[src/rtl/cordic_vec.sv]
// rtl/cordic_vec.sv - iterative vectoring-mode CORDIC: atan2 (degrees x 2^16) and magnitude of a Q16.16 vector
module cordic_vec #(
  parameter logic [31:0] K = 32'h09B74
) (
  input  logic        clk,
  input  logic        rst_n,
  input  logic        start,
  input  logic [31:0] x_in,
  input  logic [31:0] y_in,
  output logic        ready,
  output logic        done,
  output logic [31:0] angle,
  output logic [31:0] mag
);
  localparam int ITER = 16;
  localparam logic signed [31:0] DEG180 = 32'sd11796480;

  typedef enum logic [1:0] {S_IDLE, S_PRE, S_ITER, S_SCALE} state_e;

  state_e             state_q, state_d;
  logic signed [31:0] x_q, x_d, y_q, y_d, z_q, z_d;
  logic [3:0]         i_q, i_d;
  logic               zero_q, zero_d;
  logic [31:0]        angle_q, angle_d, mag_q, mag_d;
  logic               done_q, done_d;
  logic signed [31:0] atan_i, x_sh, y_sh;
  logic signed [48:0] prod;

  always_comb begin
    case (i_q)
      4'd0:    atan_i = 32'sd2949120;
      4'd1:    atan_i = 32'sd1740992;
      4'd2:    atan_i = 32'sd919872;
      4'd3:    atan_i = 32'sd466944;
      4'd4:    atan_i = 32'sd234368;
      4'd5:    atan_i = 32'sd117312;
      4'd6:    atan_i = 32'sd58688;
      4'd7:    atan_i = 32'sd29312;
      4'd8:    atan_i = 32'sd14656;
      4'd9:    atan_i = 32'sd7360;
      4'd10:   atan_i = 32'sd3648;
      4'd11:   atan_i = 32'sd1856;
      4'd12:   atan_i = 32'sd896;
      4'd13:   atan_i = 32'sd448;
      4'd14:   atan_i = 32'sd256;
      default: atan_i = 32'sd128;
    endcase
  end

  assign x_sh = x_q >>> i_q;
  assign y_sh = y_q >>> i_q;
  assign prod = $signed({{17{x_q[31]}}, x_q}) * $signed({17'b0, K});

  always_comb begin
    state_d = state_q;
    x_d     = x_q;
    y_d     = y_q;
    z_d     = z_q;
    i_d     = i_q;
    zero_d  = zero_q;
    angle_d = angle_q;
    mag_d   = mag_q;
    done_d  = 1'b0;
    case (state_q)
      S_IDLE: begin
        if (start) begin
          x_d     = x_in;
          y_d     = y_in;
          z_d     = '0;
          zero_d  = (x_in == 32'd0) && (y_in == 32'd0);
          state_d = S_PRE;
        end
      end
      S_PRE: begin
        // Left half-plane is folded by 180 degrees so the iterations only see x >= 0.
        if (x_q[31]) begin
          x_d = -x_q;
          y_d = -y_q;
          z_d = y_q[31] ? -DEG180 : DEG180;
        end
        i_d     = '0;
        state_d = S_ITER;
      end
      S_ITER: begin
        if (!y_q[31]) begin
          x_d = x_q + y_sh;
          y_d = y_q - x_sh;
          z_d = z_q + atan_i;
        end else begin
          x_d = x_q - y_sh;
          y_d = y_q + x_sh;
          z_d = z_q - atan_i;
        end
        i_d = i_q + 4'd1;
        if (i_q == 4'(ITER - 1)) state_d = S_SCALE;
      end
      default: begin
        // A zero vector has no direction; its iterated angle is meaningless.
        angle_d = zero_q ? 32'd0 : z_q;
        mag_d   = zero_q ? 32'd0 : 32'(prod >>> 16);
        done_d  = 1'b1;
        state_d = S_IDLE;
      end
    endcase
  end

  always_ff @(posedge clk or negedge rst_n) begin
    if (!rst_n) begin
      state_q <= S_IDLE;
      x_q     <= '0;
      y_q     <= '0;
      z_q     <= '0;
      i_q     <= '0;
      zero_q  <= 1'b0;
      angle_q <= '0;
      mag_q   <= '0;
      done_q  <= 1'b0;
    end else begin
      state_q <= state_d;
      x_q     <= x_d;
      y_q     <= y_d;
      z_q     <= z_d;
      i_q     <= i_d;
      zero_q  <= zero_d;
      angle_q <= angle_d;
      mag_q   <= mag_d;
      done_q  <= done_d;
    end
  end

  assign ready = (state_q == S_IDLE);
  assign done  = done_q;
  assign angle = angle_q;
  assign mag   = mag_q;
endmodule

[config.mk]
export PLATFORM = sky130hd
export DESIGN_NAME = cordic_vec
export DESIGN_NICKNAME = d
export VERILOG_FILES = /design/src/rtl/cordic_vec.sv
export SDC_FILE = /design/constraint.sdc
export NUM_CORES = 1
export LEC_CHECK = 0
export BUFFER_PORTS_ARGS = -buffer_cell sky130_fd_sc_hd__buf_2
export CELL_PAD_IN_SITES_DETAIL_PLACEMENT = 1
export CELL_PAD_IN_SITES_GLOBAL_PLACEMENT = 2
export CORE_MARGIN = 8
export CORE_UTILIZATION = 43
export CTS_CLUSTER_DIAMETER = 40
export CTS_CLUSTER_SIZE = 16
export DETAILED_ROUTE_END_ITERATION = 16
export PLACE_DENSITY = 0.9
export SLEW_MARGIN = 20
export SYNTH_ARGS = -nofsm -noshare
export SYNTH_HDL_FRONTEND = slang
export SYNTH_SLANG_ARGS = --single-unit
[constraint.sdc]
create_clock -name clk -period 19.7 [get_ports clk]
set_clock_uncertainty 0.15 [all_clocks]
set_input_delay 3.94 -clock clk [delete_from_list [all_inputs] [get_ports clk]]
set_output_delay 3.94 -clock clk [all_outputs]
set_load 0.01 [all_outputs]
==> flow_summary_export.csv, run 1 <==
group,metric,value,unit
run_status,status,"finished, final reports clean",
drt,drt_first_iter_violations,1536,
setup_path,critPathLaunch,"x_q[11]",
setup_path,rr_endpoint,"mag[26]",
setup_path,critical_path_arrival,7900,ps
die,die_h,268,um
die,floorplan.initialDensity,43.4,%
setup_path,critical_path_class,"reg -> reg",
timing,final-setup-viol-count,0,
synthesis,synthDominantAreaCellType,"ha_1",
drt,route.vias.total,24200,
setup_path,logic_depth_of_the_worst_register_to_register_path,22,
synthesis,yosysUniqueCellTypes,87,
synthesis,ys_seq_elements,156,
synthesis,synth-main-ff-cell,"dfrtp_1",
synthesis,most_repeated_cell_in_the_gate_level_netlist_after_synthesis,"inv_1",
drt,routed_wirelength,94.8,mm
place,numPlacedInstances,4037,
global_route,grt_first_pass_wirelength,149,mm
setup_path,regToRegStartpoint,"x_q[11]",
global_route,grt_max_degree,75,
clock_tree,numClockSinks,156,
clock_tree,post_cts_hold_buffer_count,0,
global_route,first_global_vias,25800,
synthesis,seq_area_frac_synth,14.3,%
min_path,worst_hold_path_type,"reg -> reg",
synthesis,syn-instance-count,3195,
die,number_of_top_level_pins,133,
synthesis,synth_enable_flop_cells,0,
place,hpwlAfterDp,75.3,mm
global_route,number_of_antenna_violations_at_the_first_check_in_global_routing,4,
synthesis,synth_area,0.0273,mm^2
timing,max_slew.worst_pin.slew,1090,ps
synthesis,synth_common_cells,"415 x inv_1, 333 x ha_1, 236 x nand2_1",
setup_path,critPathCaptureType,"flop",
timing,final_min_period_over_clock_period,39.0,%
layout,fillers,7500,
die,core_region_area,0.0629,mm^2
timing,setup-tns-final,0,ps
setup_path,rrSetupSlack,12020,ps
layout,insertedDiodeCount,0,
die,die_area,0.0717,mm^2
synthesis,yosys-top-cells-area,"ha_1 15%, dfrtp_1 14%, fa_1 13%, inv_1 5.7%, xnor2_1 5.6%",
synthesis,ys_warn_count,0,
place,io_buffer_count,126,
timing,worst_hold_slack,366,ps
min_path,hold_path.startpoint,"angle[16]",
setup_path,worst_setup_path_start_kind,"flop",
clock_tree,worst_skew_pair.late_latency,520,ps
layout,seqCellArea,0.00392,mm^2
clock_tree,cts_h_tree_lvls,4,
layout,final_cell_count_no_fill,4069,
global_route,grt_remaining_overflow,0,
place,place_congestion,0.909,
drt,drt-vias-per-instance,5.95,
setup_path,worstPathRequired,19920,ps
timing,setup_repair_after_global_routing_missed_its_margin,"no",
clock_tree,cts_made_buffers,17,
clock_tree,cts_buffer_depth,2,
drt,drc_errors,0,
run,maxCapViolCount,0,
clock_tree,postCtsResizedCells,0,
clock_tree,cts_setup_buffers,0,
timing,slew-limit-headroom,26.9,%
die,placementRows,92,
drt,wire_per_inst,23.3,um
timing,final_hold_viol_count,0,
global_route,grt_use_total,26.4,%
setup_path,cp_max_fo,14,
layout,multi_input_area,0.0212,mm^2
timing,clock.fmax,130,MHz
layout,layout-drive-gt1-share,9.90,%
layout,area_growth_synth_to_finish,6.86,%
timing,final_max_slew_viol_count,0,
timing,timing.final.crit_period,7680,ps
synthesis,yosys.area.top_type_share,15.3,%
drt,drtAntennaViolNets,0,
synthesis,syn_area_per_cell,8.53,um^2
clock_tree,clock_transition_at_the_register_clock_pins_on_the_worst_setup_and_hold_paths_after_cts,80,ps
layout,final_net_count,3793,
drt,dr.pass1.iters,5,
min_path,hold_path_end,"angle[16]",
clock_tree,clockRootBuffer,"clkbuf_16",
min_path,hold_path_depth,2,
die,die_width,268,um
synthesis,async_reset_ff_share,100,%
clock_tree,tritoncts,"done",
logic make-up (layout without fill, tap and decap cells):
family | Yosys count | in the layout | synth area share (%)
compound gates | 778 | 778 | 18.3
simple gates | 759 | 759 | 13.5
buf+inv | 581 | 604 | 8.32
fa+ha+maj | 516 | 516 | 28.7
xor+xnor | 260 | 260 | 8.35
flops | 156 | 156 | 14.3
mux | 144 | 144 | 8.47
other cells | 1 | 6 | 0.0138
cell usage in the layout, fill, tap and decap left out, types with 17 or more instances in the layout:
cell       instances
nor2_1           180
inv_1            414
mux2_2            28
a21o_1            69
a31oi_1           32
nor3_1            59
buf_4             26
nand3b_1          28
nor4_1            22
a21oi_1          161
ha_1             330
o22ai_1           44
nand2b_1          30
or3_1             18
clkbuf_16         17
buf_2            125
mux2i_1           50
xor2_1            86
nand3_1           45
a211oi_1          20
nor2b_1           40
and2_1            17
o31ai_1           22
dfrtp_1          151
o211ai_1          23
and3_1            32
xnor2_1          174
nand4_1           17
a221oi_1          38
fa_1             183
mux4_2            63
o21a_1            20
nand2_1          235
o21ai_0          221
worst max-delay path: stages (launching register included):
cell and delay (ps):
dfrtp_1 690, inv_1 180, ha_1 440, xor2_1 200, ha_1 310, fa_1 550, fa_1 450, fa_1 550
inv_1 60, fa_1 540, inv_1 50, ha_1 340, and4_1 250, nor2b_1 150, nor4b_1 260, o211ai_1 300
a31o_2 350, o31ai_1 510, nor2b_1 510, o21bai_1 160, a21boi_0 280, xor2_1 170, o22ai_1 80
metrics by stage:
stage          instance area, um^2  setup WS [ps]  util [%]
2_1_floorplan                27300          13260         -
3_3_place_gp                 28500          12350      45.4
3_5_place_dp                 28500          12140      45.4
4_1_cts                      29100          12110      46.3
5_1_grt                      29100          11590      46.4
6_report                     29100          12020      46.4
flip-flops by register name, summed over array words and instances (netlist names):
| signal | flops |
|---|---|
| mag | 32 |
| x_q | 32 |
| y_q | 32 |
| angle | 26 |
| z_q | 26 |
| i_q | 4 |
| state_q | 2 |
| done | 1 |
| zero_q | 1 |
per-layer routing:
metal | global-route usage (%) | wire, um
met4 | 8.76 | 2800
met1 | 34.2 | 40900
met3 | 3.96 | 4490
met2 | 45.0 | 46600
met5 | 0 | 24
worst max path at each step:
| stage | slack, ps | to | cells past startpoint |
|---|---|---|---|
| after CTS | 12110 | mag[26] | 23 |
| final | 12020 | mag[26] | 22 |
| after floorplan | 13260 | mag[31] | 24 |
| after global placement | 12350 | mag[31] | 22 |
| after detailed placement | 12140 | mag[26] | 23 |
| after global routing | 11590 | mag[26] | 23 |
final cells by class:
class / instances / share of cell area [%]
multi-input cells: 2463 / 72.6
flip-flops and latches: 156 / 13.4
inverters: 419 / 5.40
well taps: 846 / 3.63
repair buffers: 153 / 2.89
clock buffers: 18 / 1.51
clock inverters: 14 / 0.507
Power of run 1 is left out: the tool's default activity adds up to more than one toggle a clock period on the data nets, which glitch-free logic cannot reach.
==> run 2: changes to the inputs <==
--- a/config.mk
+++ b/config.mk
@@ -9,11 +9,11 @@
 export CELL_PAD_IN_SITES_DETAIL_PLACEMENT = 1
 export CELL_PAD_IN_SITES_GLOBAL_PLACEMENT = 2
 export CORE_MARGIN = 8
-export CORE_UTILIZATION = 43
+export CORE_UTILIZATION = 36
 export CTS_CLUSTER_DIAMETER = 40
 export CTS_CLUSTER_SIZE = 16
 export DETAILED_ROUTE_END_ITERATION = 16
-export PLACE_DENSITY = 0.9
+export PLACE_DENSITY = 0.81
 export SLEW_MARGIN = 20
 export SYNTH_ARGS = -nofsm -noshare
 export SYNTH_HDL_FRONTEND = slang
==> constraint.sdc (replaced) <==
create_clock -name clk -period 6.24 [get_ports clk]
set_clock_uncertainty 0.15 [all_clocks]
set_input_delay 1.248 -clock clk [delete_from_list [all_inputs] [get_ports clk]]
set_output_delay 1.248 -clock clk [all_outputs]
set_load 0.01 [all_outputs]
==> flow_summary_export.csv, run 2 (synthesized netlist as in run 1, its figures left out) <==
group,metric,value,unit
setup_path,rrSetupSlack,-30,ps
place,post-place-ws,-350,ps
global_route,grt_use_total,22.6,%
setup_path,worst_setup_path_start_kind,"flop",
global_route,first_global_vias,26400,
timing,slew-limit-headroom,25.2,%
clock_tree,numClockSinks,156,
setup_path,regToRegStartpoint,"x_q[7]",
layout,layout-drive-gt1-share,22.7,%
clock_tree,cts_h_tree_lvls,4,
die,number_of_top_level_pins,133,
timing,setup_repair_after_global_routing_missed_its_margin,"yes",
die,floorplan.initialDensity,36.1,%
clock_tree,post_cts_hold_buffer_count,0,
run_status,status,"finished, violations left",
run,maxCapViolCount,0,
global_route,grt_first_pass_wirelength,153,mm
layout,area_growth_synth_to_finish,20.7,%
global_route,number_of_antenna_violations_at_the_first_check_in_global_routing,6,
timing,timing.final.crit_period,6270,ps
die,die_h,291,um
global_route,grt_remaining_overflow,0,
clock_tree,worst_skew_pair.late_latency,520,ps
layout,seqCellArea,0.00394,mm^2
layout,layout_common_cells,"389 x inv_1, 339 x buf_4, 281 x ha_1",
min_path,hold_path_depth,2,
clock_tree,tritoncts,"done",
place,numPlacedInstances,4459,
layout,fillers,8864,
drt,route.vias.total,25200,
clock_tree,clock_transition_at_the_register_clock_pins_on_the_worst_setup_and_hold_paths_after_cts,80,ps
layout,final_cell_count_no_fill,4539,
layout,final_net_count,4130,
setup_path,critical_path_class,"reg -> reg",
drt,routed_wirelength,98.2,mm
die,die_area,0.0848,mm^2
timing,final_hold_viol_count,0,
die,core_region_area,0.0754,mm^2
timing,final_min_period_over_clock_period,101,%
layout,multi_input_area,0.0220,mm^2
setup_path,slowest_cell_on_the_critical_path,"fa_1",
min_path,hold_path_end,"angle[8]",
setup_path,crit_path_max_incr_delay,560,ps
setup_path,critPathCaptureType,"flop",
setup_path,rr_endpoint,"mag[28]",
layout,most_common_cell_after_layout_fill_and_taps_aside,"inv_1",
setup_path,worstPathRequired,6460,ps
drt,dr.pass1.iters,5,
setup_path,logic_depth_of_the_worst_register_to_register_path,25,
timing,post-route-worst-setup-slack,-34.4,ps
place,hpwlAfterDp,78.6,mm
drt,drtAntennaViolNets,0,
timing,clock.fmax,159,MHz
timing,final-setup-viol-count,1,
setup_path,worst_path_most_repeated_cell,"fa_1",
drt,wire_per_inst,21.6,um
clock_tree,cts_buffer_depth,2,
clock_tree,clockRootBuffer,"clkbuf_16",
timing,final_max_slew_viol_count,0,
clock_tree,cts_made_buffers,17,
drt,drt-vias-per-instance,5.55,
timing,worst_hold_slack,364,ps
run_status,violations_in_the_final_reports,"setup timing",
min_path,worst_hold_path_type,"reg -> reg",
die,placementRows,101,
min_path,hold_path.startpoint,"angle[8]",
die,die_width,291,um
place,place_congestion,0.906,
drt,drt_first_iter_violations,1319,
drt,drc_errors,0,
place,io_buffer_count,126,
setup_path,cp_max_fo,7,
timing,max_slew.worst_pin.slew,1110,ps
global_route,grt_max_degree,86,
setup_path,critical_path_arrival,6490,ps
[run 2: cell types whose count changed in the layout (fill, tap and decap cells not counted), moves of 10 or more]
cell     previous run  this run
dfrtp_1           151       132
o21ai_0           221       206
o21ai_1             2        16
buf_4              26       339
ha_2                1        17
inv_1             414       389
inv_2               3        24
ha_4                2        35
a21oi_1           161       151
ha_1              330       281
buf_6               2        13
dfrtp_2             3        22
[run 2: how the worst max path moves through the flow]
stage | start | slack, ps | end
CTS | x_q[9] | -30 | mag[18]
detailed placement | x_q[8] | -350 | mag[28]
finish | x_q[7] | -30 | mag[28]
global route | x_q[8] | -190 | mag[28]
floorplan | x_q[4] | 7 | mag[26]
global placement | x_q[13] | -220 | mag[26]
[run 2: worst max-delay path, delay by kind of cell, from the launching register on]
kind | cells | cell delay [ps]
simple gates | 4 | 780
buf+inv | 5 | 510
xor+xnor | 2 | 340
flops | 1 | 450
fa+ha+maj | 7 | 2540
compound gates | 7 | 1350
[run 2: routing by layer]
| metal | GRT usage, % | vias to the layer above | share of wire, % |
|---|---|---|---|
| met2 | 38.2 | 510 | 49 |
| li1 | - | 11800 | - |
| met5 | 0 | - | 0.054 |
| met3 | 3.41 | 120 | 4.2 |
| met1 | 29.7 | 12700 | 44 |
| met4 | 7.00 | 8 | 3.0 |
[run 2: metrics by stage]
stage	TNS, ps	utilization, %	instance area [um^2]
6_report	-34.4	43.6	32900
5_1_grt	-1890	43.6	32900
4_1_cts	-26.1	42.6	32100
3_5_place_dp	-3740	41.1	31000
3_3_place_gp	-1800	41.1	31000
2_1_floorplan	0	-	27300
[run 2: cell type report]
type / instances / area share, %
antenna: 2 / 0.0152
clock buffer: 19 / 1.35
clock inverter: 12 / 0.312
inverter: 419 / 4.82
multi-input combinational: 2463 / 66.9
sequential: 156 / 12.0
tap: 978 / 3.72
timing repair buffer: 490 / 10.9
[run 2: what timing repair did]
item / 4_1_cts / 5_1_grt
endpoints found under the setup margin: 17 / 42
hold endpoints to repair: 0 / 0
cloned: 0 / 1
pin swaps: 44 / 71
buffers inserted: 22 / 25
resized for setup: 86 / 122
Power of run 2 is left out for the same reason.
